--- src/rtl/arrow_pkg.sv ---
// Shared types and helpers for the arrow sprite renderer.
package arrow_pkg;

  typedef enum logic [1:0] {
    ROT_UP    = 2'd0,
    ROT_RIGHT = 2'd1,
    ROT_DOWN  = 2'd2,
    ROT_LEFT  = 2'd3
  } rot_t;

  typedef enum logic [1:0] {
    S_SHOW  = 2'd0,
    S_FLASH = 2'd1,
    S_DONE  = 2'd2
  } arrow_state_t;

  // Clocks from hcount/vcount to pixel_out/in_sprite.
  localparam int PIPE_LAT = 2;

  // Half-width of the arrowhead at row v (measured from the tip), never below 1.
  function automatic logic signed [11:0] head_half_width(input logic [7:0] v,
                                                         input int width,
                                                         input int head_h);
    int prod;
    int hw;
    prod = (int'(v) + 1) * width;
    hw   = prod / (2 * head_h);
    if (hw < 1) begin
      hw = 1;
    end else begin
      hw = hw;
    end
    return $signed(12'(hw));
  endfunction

endpackage

--- src/rtl/arrow_shape_lut.sv ---
// Combinational shape evaluation: maps box-relative (dx, dy) and orientation
// to tip-relative (u, v) and decides box membership and arrow coverage.
module arrow_shape_lut
  import arrow_pkg::*;
#(
  parameter int WIDTH   = 16,
  parameter int HEIGHT  = 32,
  parameter int HEAD_H  = 8,
  parameter int SHAFT_W = 8
) (
  input  logic [1:0]  rot_in,
  input  logic [11:0] dx_in,
  input  logic [11:0] dy_in,
  output logic        inbox_out,
  output logic        shape_out
);

  localparam logic signed [11:0] W_C        = 12'(WIDTH);
  localparam logic signed [11:0] H_C        = 12'(HEIGHT);
  localparam logic signed [11:0] HH_C       = 12'(HEAD_H);
  localparam logic signed [11:0] HALF_C     = 12'(WIDTH / 2);
  localparam logic signed [11:0] SHAFT_LO_C = 12'((WIDTH - SHAFT_W) / 2);
  localparam logic signed [11:0] SHAFT_HI_C = 12'((WIDTH + SHAFT_W) / 2);

  logic signed [11:0] dx_s;
  logic signed [11:0] dy_s;
  logic signed [11:0] box_w_s;
  logic signed [11:0] box_h_s;
  logic signed [11:0] u_s;
  logic signed [11:0] v_s;
  logic signed [11:0] hw_s;

  // Orientation transform: pick box extents and local (u across, v from tip).
  always_comb begin
    dx_s    = $signed(dx_in);
    dy_s    = $signed(dy_in);
    box_w_s = W_C;
    box_h_s = H_C;
    u_s     = dx_s;
    v_s     = dy_s;
    case (rot_t'(rot_in))
      ROT_UP: begin
        box_w_s = W_C;
        box_h_s = H_C;
        u_s     = dx_s;
        v_s     = dy_s;
      end
      ROT_RIGHT: begin
        box_w_s = H_C;
        box_h_s = W_C;
        u_s     = dy_s;
        v_s     = H_C - 12'sd1 - dx_s;
      end
      ROT_DOWN: begin
        box_w_s = W_C;
        box_h_s = H_C;
        u_s     = W_C - 12'sd1 - dx_s;
        v_s     = H_C - 12'sd1 - dy_s;
      end
      ROT_LEFT: begin
        box_w_s = H_C;
        box_h_s = W_C;
        u_s     = W_C - 12'sd1 - dy_s;
        v_s     = dx_s;
      end
      default: begin
        box_w_s = W_C;
        box_h_s = H_C;
        u_s     = dx_s;
        v_s     = dy_s;
      end
    endcase
  end

  // Box test on signed offsets, so negative offsets can never wrap into the box.
  always_comb begin
    inbox_out = (dx_s >= 12'sd0) && (dy_s >= 12'sd0) &&
                (dx_s < box_w_s) && (dy_s < box_h_s);
  end

  // Arrow coverage: widening triangular head, then a centred constant-width shaft.
  always_comb begin
    hw_s = 12'sd1;
    if (v_s < HH_C) begin
      hw_s      = head_half_width(v_s[7:0], WIDTH, HEAD_H);
      shape_out = (u_s >= (HALF_C - hw_s)) && (u_s < (HALF_C + hw_s));
    end else begin
      hw_s      = 12'sd1;
      shape_out = (u_s >= SHAFT_LO_C) && (u_s < SHAFT_HI_C);
    end
  end

endmodule

--- src/rtl/arrow_sprite_pipe.sv ---
// Two-stage pipelined arrow sprite renderer with a hit/flash/retire animation.
// Optional build macro ARROW_BLINK_EN adds a 16-frame blink to target arrows
// while they are shown.
module arrow_sprite_pipe
  import arrow_pkg::*;
#(
  parameter int          WIDTH           = 16,
  parameter int          HEIGHT          = 32,
  parameter int          HEAD_H          = 8,
  parameter int          SHAFT_W         = 8,
  parameter logic [11:0] TARGET_COLOR    = 12'hF00,
  parameter logic [11:0] NONTARGET_COLOR = 12'hFF0,
  parameter logic [11:0] HIT_COLOR       = 12'hFFF,
  parameter int          FLASH_FRAMES    = 8
) (
  input  logic        clk_in,
  input  logic        rst_in,
  input  logic [10:0] hcount_in,
  input  logic [9:0]  vcount_in,
  input  logic [10:0] x_in,
  input  logic [9:0]  y_in,
  input  logic [1:0]  rotate_in,
  input  logic        next_in,
  input  logic        new_frame_in,
  input  logic        hit_in,
  input  logic        rearm_in,
  output logic [11:0] pixel_out,
  output logic        in_sprite,
  output logic        flashing_out,
  output logic        done_out
);

  localparam int               CNT_W    = (FLASH_FRAMES > 1) ? $clog2(FLASH_FRAMES) : 1;
  localparam logic [CNT_W-1:0] CNT_LAST = CNT_W'(FLASH_FRAMES - 1);

  // Frame-latched sprite attributes
  logic [10:0]  x_lat_q, x_lat_d;
  logic [9:0]   y_lat_q, y_lat_d;
  logic [1:0]   rot_lat_q, rot_lat_d;
  logic         next_lat_q, next_lat_d;
  // Stage 1
  logic [11:0]  dx_q, dx_d;
  logic [11:0]  dy_q, dy_d;
  logic [1:0]   rot_s1_q, rot_s1_d;
  // Stage 2 / outputs
  logic         in_sprite_q, in_sprite_d;
  logic [11:0]  pixel_q, pixel_d;
  logic         flashing_q, flashing_d;
  logic         done_q, done_d;
  // Animation
  arrow_state_t state_q, state_d;
  logic [CNT_W-1:0] cnt_q, cnt_d;

  logic         inbox_s;
  logic         shape_s;
  logic         blink_vis_s;
  logic [11:0]  colour_s;

  // Latch position/orientation/target flag once per frame so shapes never tear.
  always_comb begin
    if (new_frame_in) begin
      x_lat_d    = x_in;
      y_lat_d    = y_in;
      rot_lat_d  = rotate_in;
      next_lat_d = next_in;
    end else begin
      x_lat_d    = x_lat_q;
      y_lat_d    = y_lat_q;
      rot_lat_d  = rot_lat_q;
      next_lat_d = next_lat_q;
    end
  end

  // Stage 1: signed offsets from the latched box corner, widened by one bit so no wrap.
  always_comb begin
    dx_d     = {1'b0, hcount_in} - {1'b0, x_lat_q};
    dy_d     = {2'b00, vcount_in} - {2'b00, y_lat_q};
    rot_s1_d = rot_lat_q;
  end

  arrow_shape_lut #(
    .WIDTH   (WIDTH),
    .HEIGHT  (HEIGHT),
    .HEAD_H  (HEAD_H),
    .SHAFT_W (SHAFT_W)
  ) u_shape (
    .rot_in    (rot_s1_q),
    .dx_in     (dx_q),
    .dy_in     (dy_q),
    .inbox_out (inbox_s),
    .shape_out (shape_s)
  );

  // Animation FSM: rearm overrides everything; hits only count while shown.
  always_comb begin
    state_d = state_q;
    cnt_d   = cnt_q;
    done_d  = 1'b0;
    if (rearm_in) begin
      state_d = S_SHOW;
      cnt_d   = {CNT_W{1'b0}};
    end else begin
      case (state_q)
        S_SHOW: begin
          if (hit_in) begin
            state_d = S_FLASH;
            cnt_d   = {CNT_W{1'b0}};
          end else begin
            state_d = S_SHOW;
          end
        end
        S_FLASH: begin
          if (new_frame_in) begin
            if (cnt_q == CNT_LAST) begin
              state_d = S_DONE;
              done_d  = 1'b1;
            end else begin
              cnt_d = cnt_q + {{(CNT_W-1){1'b0}}, 1'b1};
            end
          end else begin
            state_d = S_FLASH;
          end
        end
        S_DONE: begin
          state_d = S_DONE;
        end
        default: begin
          state_d = S_SHOW;
          cnt_d   = {CNT_W{1'b0}};
        end
      endcase
    end
    flashing_d = (state_d == S_FLASH);
  end

`ifdef ARROW_BLINK_EN
  logic [4:0] blink_q, blink_d;

  // Blink frame counter: restarts whenever the arrow returns to SHOW.
  always_comb begin
    if ((state_q != S_SHOW) && (state_d == S_SHOW)) begin
      blink_d = 5'd0;
    end else if (new_frame_in && (state_q == S_SHOW)) begin
      blink_d = blink_q + 5'd1;
    end else begin
      blink_d = blink_q;
    end
  end

  // Blink counter register.
  always_ff @(posedge clk_in) begin
    if (!rst_in) begin
      blink_q <= 5'd0;
    end else begin
      blink_q <= blink_d;
    end
  end

  // Target arrows in SHOW are hidden during the upper half of the blink period.
  always_comb begin
    blink_vis_s = !((state_q == S_SHOW) && next_lat_q && blink_q[4]);
  end
`else
  // No blinking: visibility depends only on shape and state.
  always_comb begin
    blink_vis_s = 1'b1;
  end
`endif

  // Stage 2: final visibility and colour selection.
  always_comb begin
    if (state_q == S_FLASH) begin
      colour_s = HIT_COLOR;
    end else if (next_lat_q) begin
      colour_s = TARGET_COLOR;
    end else begin
      colour_s = NONTARGET_COLOR;
    end
    in_sprite_d = inbox_s & shape_s & (state_q != S_DONE) & blink_vis_s;
    if (in_sprite_d) begin
      pixel_d = colour_s;
    end else begin
      pixel_d = 12'h000;
    end
  end

  // All state and pipeline registers, synchronous active-low reset.
  always_ff @(posedge clk_in) begin
    if (!rst_in) begin
      x_lat_q     <= 11'd0;
      y_lat_q     <= 10'd0;
      rot_lat_q   <= 2'd0;
      next_lat_q  <= 1'b0;
      dx_q        <= 12'd0;
      dy_q        <= 12'd0;
      rot_s1_q    <= 2'd0;
      in_sprite_q <= 1'b0;
      pixel_q     <= 12'h000;
      flashing_q  <= 1'b0;
      done_q      <= 1'b0;
      state_q     <= S_SHOW;
      cnt_q       <= {CNT_W{1'b0}};
    end else begin
      x_lat_q     <= x_lat_d;
      y_lat_q     <= y_lat_d;
      rot_lat_q   <= rot_lat_d;
      next_lat_q  <= next_lat_d;
      dx_q        <= dx_d;
      dy_q        <= dy_d;
      rot_s1_q    <= rot_s1_d;
      in_sprite_q <= in_sprite_d;
      pixel_q     <= pixel_d;
      flashing_q  <= flashing_d;
      done_q      <= done_d;
      state_q     <= state_d;
      cnt_q       <= cnt_d;
    end
  end

  assign pixel_out    = pixel_q;
  assign in_sprite    = in_sprite_q;
  assign flashing_out = flashing_q;
  assign done_out     = done_q;

endmodule

--- config.mk ---
export PLATFORM = sky130hd
export DESIGN_NAME = arrow_sprite_pipe
export DESIGN_NICKNAME = d
export VERILOG_FILES = /design/src/rtl/arrow_pkg.sv /design/src/rtl/arrow_shape_lut.sv /design/src/rtl/arrow_sprite_pipe.sv
export SDC_FILE = /design/constraint.sdc
export NUM_CORES = 1
export LEC_CHECK = 0
export CAP_MARGIN = 15
export CORE_MARGIN = 3
export CORE_UTILIZATION = 58
export CTS_BUF_LIST = sky130_fd_sc_hd__clkbuf_8
export DETAILED_ROUTE_END_ITERATION = 7
export MAX_ROUTING_LAYER = met4
export PLACE_DENSITY = 0.83
export SYNTH_ARGS = -nofsm -noshare
export SYNTH_HDL_FRONTEND = slang
export SYNTH_HIERARCHICAL = 1
export SYNTH_SLANG_ARGS = --single-unit
--- constraint.sdc ---
create_clock -name clk_in -period 5.3 [get_ports clk_in]
set_input_delay 0.53 -clock clk_in [delete_from_list [all_inputs] [get_ports clk_in]]
set_output_delay 0.53 -clock clk_in [all_outputs]
set_load 0.03 [all_outputs]
==> flow_metrics.env <==
export IMPL_synth_top_area_share_pct=24.1
export IMPL_setup_slack_ns=0.527
export IMPL_synthSimpleGateAreaFrac_pct=19.6
export IMPL_worstHoldStart="cnt_q[1]$_SDFFE_PP0P_"
export IMPL_rr_startpoint="rot_s1_q[1]$_SDFF_PN0_"
export IMPL_syn_instance_count=581
export IMPL_clkLatencyLatePin_ns=0.33
export IMPL_synth_flop_cell="dfxtp_1"
export IMPL_syn_area_per_cell_um2=8.57
export IMPL_ys_ff_latch=60
export IMPL_grt_pass1_vias=4390
export IMPL_drcViolationCount=0
export IMPL_use_met2_pct=42.8
export IMPL_core_area_um2=8260
export IMPL_tns_ns=0
export IMPL_synth_area_leaders="dfxtp_1, ha_1, mux2i_1, nor2_1, xnor2_1"
export IMPL_synth_area_leader_cell="dfxtp_1"
export IMPL_hold_ws_ns=0.466
export IMPL_die_area_um2=9730
export IMPL_drive_above_1_share_pct=8.18
export IMPL_drv_slew=0
export IMPL_synth_top_family_by_area="simple AND/OR/NAND/NOR gates"
export IMPL_yosysMostFrequentCell="dfxtp_1"
export IMPL_fin_util_pct=70.2
export IMPL_cts_tree="done"
export IMPL_antenna_found_initial=0
export IMPL_grt_ovfl_total=0
export IMPL_cts_made_buffers=9
export IMPL_drt_iter0_markers=263
export IMPL_hold_path_class="reg2reg"
export IMPL_synth_compound_area_share_pct=18.0
export IMPL_root_buffer="clkbuf_8"
export IMPL_rows=33
export IMPL_min_to="cnt_q[1]$_SDFFE_PP0P_"
export IMPL_grt_util_all_layers_pct=25.2
export IMPL_start_util_pct=60.3
export IMPL_layout_nets=737
export IMPL_critPathLaunchType="flop"
export IMPL_status="completed"
export IMPL_path_clk_slew_ns=0.06
export IMPL_synth_distinct_cells=83
export IMPL_finalHoldViolCount=0
export IMPL_htree_levels=3
export IMPL_fp_dieH_um=98.7
export IMPL_hpwl_um=8940
export IMPL_yosys_warnings=6
export IMPL_r2r_slack_ns=0.53
export IMPL_synth_cell_area_um2=4980
export IMPL_ir_worst_vdd_mv=0.180
export IMPL_critPathCaptureType="flop"
export IMPL_maxCapViolCount=0
export IMPL_ant_nets=0
export IMPL_portBuffers=64
export IMPL_leakage_nw=2.41
export IMPL_synth_xor_area_share_pct=7.81
export IMPL_worst_clock_skew_ns=0.0106
export IMPL_whs_path_depth=2
export IMPL_clock_path_buffers=2
export IMPL_slew_headroom_pct=48.9
export IMPL_met3_usage_pct=4.81
export IMPL_wl_per_cell_um=15.3
export IMPL_ios=65
export IMPL_finalCriticalPeriod_ns=4.77
export IMPL_via_per_inst=5.87
export IMPL_grt_pass1_wl_um=19900
export IMPL_rsz0062_at_grt="no"
export IMPL_synth_area_mux_share_pct=9.57
export IMPL_async_flop_share_pct=0
export IMPL_synth_edf_count=0
export IMPL_grt_busiest_layer="met2"
export IMPL_grt_max_degree=30
export IMPL_ctsHoldBuffers=0
export IMPL_power_w=0.00153
export IMPL_p_per_area_nw_per_um2=263
export IMPL_firstDrtPassIters=5
export IMPL_grt_use_met1_pct=30.2
export IMPL_antennaDiodeCount=0
export IMPL_setup_violations=0
export IMPL_gp_congestion=0.893
export IMPL_drt_total_wl_um=11400
export IMPL_period_share_pct=90.1
export IMPL_dp_slack_ns=0.390
export IMPL_n_fill_cell=640
export IMPL_ff2ff_path_depth=22
export IMPL_synth_fa_ha_area_share_pct=14.1
export IMPL_fp_dieW_um=98.7
export IMPL_crit_arrival_ns=4.98
export IMPL_synth_fp_nets=686
export IMPL_worstPathRequired_ns=5.51
export IMPL_cp_max_fo=19
export IMPL_ys_top_cells_by_count="dfxtp_1, nor2_1, ha_1, mux2i_1, inv_1"
export IMPL_worst_slew_pin_slew_ns=0.755
export IMPL_r2r_end="pixel_out[7]$_SDFF_PN0_"
export IMPL_synth_seq_area_share_pct=24.1
export IMPL_worstSetupPathType="reg2reg"
export IMPL_max_freq_mhz=210
export IMPL_area_delta_synth_final_pct=16.4
export IMPL_route_vias_total=4346
export IMPL_clock_sinks=60
-- timing repair --
action	4_1_cts	5_1_grt
setup endpoints to repair	0	1
hold endpoints to repair	0	0
setup buffers	0	0
resized for setup	0	3
-- metal layers --
metal	part of all wire (%)	routed length, um
met1	44	5040
met2	49	5600
met3	4.5	508
met4	1.7	196
met5	0	0
-- worst max path at each step --
stage                           start                      end  slack (ns)  cells after the start
5_1_grt        rot_s1_q[1]$_SDFF_PN0_  pixel_out[7]$_SDFF_PN0_        0.14                     22
4_1_cts        rot_s1_q[1]$_SDFF_PN0_  pixel_out[7]$_SDFF_PN0_        0.39                     21
3_3_place_gp   rot_s1_q[1]$_SDFF_PN0_  pixel_out[7]$_SDFF_PN0_        0.59                     21
6_report       rot_s1_q[1]$_SDFF_PN0_  pixel_out[7]$_SDFF_PN0_        0.53                     22
2_1_floorplan  rot_s1_q[1]$_SDFF_PN0_  pixel_out[7]$_SDFF_PN0_        0.63                     24
3_5_place_dp   rot_s1_q[1]$_SDFF_PN0_  pixel_out[7]$_SDFF_PN0_        0.39                     21
-- layout by cell type, fill, tap and decap left out, types with 6 or more instances in the layout --
cell type / Yosys / final
nand2b_1: 10 / 10
inv_1: 34 / 37
nand2_1: 31 / 31
ha_1: 53 / 53
clkbuf_8: 0 / 10
xnor2_1: 24 / 24
nor3_1: 17 / 17
a21o_1: 6 / 6
dfxtp_1: 60 / 58
nor2_1: 58 / 58
o21a_1: 13 / 13
xor2_1: 16 / 16
o31ai_1: 7 / 7
o21ai_0: 20 / 20
a21oi_1: 23 / 23
mux2i_1: 42 / 42
nor2b_1: 11 / 11
clkdlybuf4s50_1: 0 / 64
nand3_1: 14 / 14
buf_4: 11 / 6
-- sequential cells by signal, indices dropped and copies added (netlist names) --
register / flops
rot_lat_q: 2
cnt_q: 3
rot_s1_q: 2
x_lat_q: 11
done_out: 1
in_sprite: 1
dy_q: 11
pixel_out: 3
state_q: 2
flashing_out: 1
next_lat_q: 1
dx_q: 12
y_lat_q: 10
-- power by group --
group / switching [W] / internal (W) / leakage [nW]
clock network: 0.000161 / 0.000221 / 0.106
registers: 0.0000476 / 0.000486 / 0.496
logic: 0.000321 / 0.000291 / 1.81
total: 0.000529 / 0.000998 / 2.41
-- cells by family after synthesis --
kind of cell	count (synthesis)
AO/OA/AOI/OAI	124
XOR/XNOR	42
adder cells (fa/ha/maj)	55
buffers and inverters	67
flip-flops	60
multiplexers	47
other	1
AND/OR/NAND/NOR	185
-- layout make-up --
cell class	instances	area [um^2]	share of cell area, %
multi-input cells	454	3450	59.5
flip-flops and latches	60	1200	20.8
repair buffers	71	697	12.0
clock buffers	10	138	2.37
inverters	36	135	2.33
well taps	105	131	2.27
clock inverters	5	46.3	0.798
-- critical path, cell delays in order, from the launching register on --
cell       delay (ns)
dfxtp_2          0.42
buf_4            0.21
or3_1            0.32
nand3_1          0.14
o211ai_1         0.18
nor3_1           0.24
mux2_2           0.39
or3_1            0.40
o21a_1           0.20
ha_1             0.21
nand2_1          0.06
nand2_1          0.11
nand3_1          0.13
xnor2_1          0.08
ha_1             0.22
a2111oi_0        0.38
o21ai_0          0.19
a221oi_1         0.30
o31ai_1          0.11
nand3_1          0.15
nor2_1           0.08
inv_1            0.07
o22ai_1          0.07
-- through the flow --
| stage | instances | cell area [um^2] |
|---|---|---|
| floorplan | 581 | 4980 |
| detailed placement | 726 | 5610 |
| global route | 741 | 5800 |
| CTS | 741 | 5790 |
| finish | 741 | 5800 |
| global placement | 726 | 5610 |
No activity file was read; power rests on OpenSTA's default activity.
